$ cat src/rtl/async_valid_sync_multi.sv
// Multi-channel level synchronizer with optional glitch filter and edge pulses.
// Every output is driven from registers, so no path runs from io_in to an output.
module async_valid_sync_multi #(
    parameter int               WIDTH  = 1,
    parameter int               DEPTH  = 3,
    parameter logic [WIDTH-1:0] INIT   = '0,
    parameter int               FILTER = 0
) (
    input  logic             clock,
    input  logic             reset,
    input  logic [WIDTH-1:0] io_in,
    output logic [WIDTH-1:0] io_out,
    output logic [WIDTH-1:0] io_rise,
    output logic [WIDTH-1:0] io_fall,
    output logic             io_any_edge
);

    logic [WIDTH-1:0] r_sync [DEPTH];
    logic [WIDTH-1:0] r_prev;
    logic [WIDTH-1:0] w_sync;
    logic [WIDTH-1:0] w_out;

    // NOTE: every stage is reset to INIT so a release with io_in == INIT yields no pulse.
    always_ff @(posedge clock) begin
        if (!reset) begin
            for (int s = 0; s < DEPTH; s++) begin
                r_sync[s] <= INIT;
            end
        end else begin
            r_sync[0] <= io_in;
            for (int s = 1; s < DEPTH; s++) begin
                r_sync[s] <= r_sync[s-1];
            end
        end
    end

    assign w_sync = r_sync[DEPTH-1];

    generate
        if (FILTER == 0) begin : g_no_filter
            assign w_out = w_sync;
        end else begin : g_filter
            localparam int CW = $clog2(FILTER + 1);

            logic [WIDTH-1:0] r_out;
            logic [CW-1:0]    r_cnt [WIDTH];

            // The counter only runs while sync disagrees with the output; any agreement restarts it.
            always_ff @(posedge clock) begin
                if (!reset) begin
                    r_out <= INIT;
                    for (int ch = 0; ch < WIDTH; ch++) begin
                        r_cnt[ch] <= '0;
                    end
                end else begin
                    for (int ch = 0; ch < WIDTH; ch++) begin
                        if (w_sync[ch] == r_out[ch]) begin
                            r_cnt[ch] <= '0;
                        end else if (r_cnt[ch] == CW'(FILTER - 1)) begin
                            r_out[ch] <= w_sync[ch];
                            r_cnt[ch] <= '0;
                        end else begin
                            r_cnt[ch] <= r_cnt[ch] + CW'(1);
                        end
                    end
                end
            end

            assign w_out = r_out;
        end
    endgenerate

    always_ff @(posedge clock) begin
        if (!reset) begin
            r_prev <= INIT;
        end else begin
            r_prev <= w_out;
        end
    end

    assign io_out      = w_out;
    assign io_rise     = w_out & ~r_prev;
    assign io_fall     = ~w_out & r_prev;
    assign io_any_edge = |(io_rise | io_fall);

endmodule

$ cat config.mk
export PLATFORM = sky130hd
export DESIGN_NAME = async_valid_sync_multi
export DESIGN_NICKNAME = d
export VERILOG_FILES = /design/src/rtl/async_valid_sync_multi.sv
export SDC_FILE = /design/constraint.sdc
export NUM_CORES = 1
export LEC_CHECK = 0
export ABC_AREA = 1
export CORE_AREA = 2 2 39 41
export DETAILED_ROUTE_END_ITERATION = 8
export DIE_AREA = 0 0 41 43
export HOLD_SLACK_MARGIN = 0.15
export PLACE_DENSITY_LB_ADDON = 0.3
export SYNTH_ARGS = -nofsm -noshare
export SYNTH_HDL_FRONTEND = slang
export SYNTH_SLANG_ARGS = --single-unit
$ cat constraint.sdc
create_clock -name clock -period 2.2 [get_ports clock]
set_clock_uncertainty 0.15 [all_clocks]
set_input_delay 0.44 -clock clock [delete_from_list [all_inputs] [get_ports clock]]
set_output_delay 0.44 -clock clock [all_outputs]
set_load 0.1 [all_outputs]
# Word-level counts from Yosys, hierarchy flattened

Memories as Yosys holds them, arrays and structs flattened.
Cells that the tools add are included.
Widths: inputs -> output; s select.

Register bits: 1
RAM bits: 3
Output and inout bits: 4
Logic and storage cells: 15
Memories: 1

Muxes and demuxes: 5
Bitwise operators: 8

Memory list:

| name   | depth | bits a word | rd ports | clocked after memory_dff | wr ports | line | text |
|---|---|---|---|---|---|---|---|
| r_sync | 3     | 1           | 3        | 0                        | 3        | 18   | `logic [WIDTH-1:0] r_sync [DEPTH];` |

Operators with widths:

| cell        | count |
|---|---|
| $mux 1      | 5 |
| $or 1x1->1  | 4 |
| $and 1x1->1 | 2 |
| $not 1->1   | 2 |

# Depth between registers and ports, before layout

Depth in word-level cells: 3
Mapped depth: 3

# Least setup slack after synthesis

Ideal clock, no wire load.

Kind: reg-to-output
Start: memory r_sync[2][0], in the netlist r_sync[0][2]
End: output port io_any_edge
Arrival: 1.971 ns
Path slack: -0.361 ns
Stages on the path, launching flop included: 4
Path through: dfxtp_1 -> inv_1 -> ha_1 -> inv_1

RTL lines:

| item        | line | text |
|---|---|---|
| from (decl) | 18   |  |
| to (decl)   | 15   | `output logic io_any_edge` |

==> flow_summary.toml <==
[synth]
synth_mux_area_frac = 0
syn_area_um2 = 146
syn-num-nets = 22
netlist_instances = 17
yosysWarnings = 0
yosys.area_share.simple = 0.103
ys_types = 4
synth_top_family_by_area = "buffers and inverters"
synth_seq_cells = 4
synth_fa_ha_area_frac = 0.171
ys_top_cells_by_area = "dfxtp_1 55%, inv_1 18%, ha_1 17%, nand2_1 10%"
synth_compound_area_frac = 0
syn_avg_cell_area_um2 = 8.61
synth_top_area_share = 0.547
synth_top_area_cell = "dfxtp_1"
synth.yosys.seq_area_share = 0.547
synth-xor-area-share = 0

[floorplanning]
ios = 7
floorplan.initialDensity = 0.106
die_area_um2 = 1760
die_w_um = 41
core_um2 = 1380
rows = 14
die_h_um = 43

[power]
comb_power_share = 0.159
power.total_mw = 0.198
sequentialPowerShare = 0.387
leakage_nw = 0.141
power.clock.fraction = 0.455
power.internal_mw = 0.148
p_sw_mw = 0.0500
ir_drop_v = 0.000237
p_sw_frac = 0.252
power.density_nw_per_um2 = 704

[worst_hold_path]
hold_start = "r_sync[0][0]$_SDFF_PN0_"
hp-class = "reg -> reg"
worstHoldEndpoint = "r_sync[0][1]$_SDFF_PN0_"
whs_path_depth = 2

[clock_tree]
cts_hold_buf = 0
root_buffer = "clkbuf_4"
clock_latency_ns = 0.23
htree_levels = 1
cts_tree = "done"
path_clk_slew_ns = 0.04
cts_buffer_depth = 2
cts_made_buffers = 3
cts_sinks = 4
cts_setup_buffers = 0
ctsResizeCount = 0

[sta]
rsz0062_at_grt = "no"
max-slew-margin-rel = 0.816
clock.fmax_ghz = 0.554
finalHoldViolations = 0
period_needed_ns = 1.80
tns_ns = 0
fin_crit_sh = 0.820
maxSlewViolCount = 0
setup_viol = 0
worst_pin_slew_ns = 0.278

[final_layout]
stdcell_area_um2 = 282
area_delta_synth_final_pct = 92.3
drive_gt1_frac = 0.346
fill_cells = 149
antennaDiodeCount = 0
nNetsFinal = 33

[setup_path]
worstRegToRegCells = 2
rr_startpoint = "r_sync[0][2]$_SDFF_PN0_"
end_kind = "primary output"
worstPathArrival_ns = 1.21
r2r-end = "r_prev$_SDFF_PN0_"
cp_max_fo = 4
crit_required_ns = 1.61
reg2reg_slack_ns = 1.54
crit_type = "reg -> out"
start_kind = "flop"

[routing]
post_drt_wl_per_cell_um = 5.38
drt_iter0_drc = 0
drc = 0
vias = 127
viasPerCell = 3.02
routed_wl_um = 226
first_pass_iters = 1
antenna_left = 0

[grt]
grt_pass1_vias = 116
grt_overflow_total = 0
grt_pass1_wl_um = 455
grt_max_degree = 5
antenna_found_initial = 0
grt_use_total = 0.0472

[job]
max_cap_viol_count = 0

[placed_design]
place.gp.congestion = 0.495
numPortBuffers = 6
dp_hpwl_um = 186
placed_cell_area_um2 = 259

[outcome]
outcome = "finished clean"
==> power by group through the flow <==
stage | sequential (mW) | clock [mW] | combinational [mW]
3_5_place_dp | 0.0777 | 0 | 0.0317
6_report | 0.0766 | 0.0901 | 0.0315
4_1_cts | 0.0766 | 0.0962 | 0.0317
2_1_floorplan | 0.0811 | 0 | 0.0158
3_3_place_gp | 0.0776 | 0 | 0.0314
5_1_grt | 0.0769 | 0.103 | 0.0337
==> metrics by stage <==
| stage | hold WS, ns | cells | utilization | setup WS, ns |
|---|---|---|---|---|
| floorplan | 0.236 | 17 | - | 0.0663 |
| detailed placement | 0.248 | 39 | 0.187 | 0.635 |
| global route | 0.292 | 42 | 0.203 | 0.342 |
| CTS | 0.256 | 42 | 0.203 | 0.379 |
| finish | 0.252 | 42 | 0.203 | 0.396 |
| global placement | 0.238 | 39 | 0.187 | 0.668 |
==> cells in the mapped netlist <==
cell type / number
ha_1: 2
inv_1: 7
dfxtp_1: 4
nand2_1: 4
==> kinds of logic after synthesis <==
group	count (synthesis)
DFF	4
adders and majority gates	2
buffers and inverters	7
and+or+nand+nor	4
==> how the worst max path moves through the flow <==
stage,from,endpoint,depth (start not counted),slack [ns]
floorplan,r_sync[0][2]$_SDFF_PN0_,io_rise,1,0.07
global placement,r_sync[0][2]$_SDFF_PN0_,io_any_edge,4,0.67
detailed placement,r_sync[0][2]$_SDFF_PN0_,io_any_edge,4,0.63
CTS,r_sync[0][2]$_SDFF_PN0_,io_any_edge,4,0.38
global route,r_sync[0][2]$_SDFF_PN0_,io_any_edge,4,0.34
finish,r_sync[0][2]$_SDFF_PN0_,io_any_edge,4,0.40
==> cell usage in the layout, fill, tap and decap left out <==
cell	Yosys	layout
clkdlybuf4s50_1	0	2
nand2_1	4	4
buf_12	0	3
dfxtp_2	0	1
clkbuf_4	0	3
ha_1	2	2
buf_4	0	1
clkinvlp_4	0	1
inv_1	7	6
dfxtp_1	4	3
==> per-layer routing <==
layer	global-route usage	routed length (um)
met1	0.0418	75
met2	0.0500	95
met3	0.0942	55
met4	0	0
met5	0	0
==> worst max-delay path, stage by stage (launching register included) <==
cell and delay, ns:
dfxtp_2 0.34, inv_1 0.05, ha_1 0.32, clkinvlp_4 0.10, buf_12 0.17
==> state kept, by name (all words and copies together), names as in the netlist <==
signal and cells:
r_prev 1, r_sync 3
==> cell type report <==
class	count	area (um2)	area share
Sequential cell	4	81.3	0.289
Tap cell	16	20.0	0.0711
Timing Repair Buffer	6	87.6	0.311
Multi-Input combinational cell	6	40.0	0.142
Clock buffer	3	22.5	0.0800
Inverter	7	30.0	0.107
Note: power is estimated with default switching activity, not from simulation.
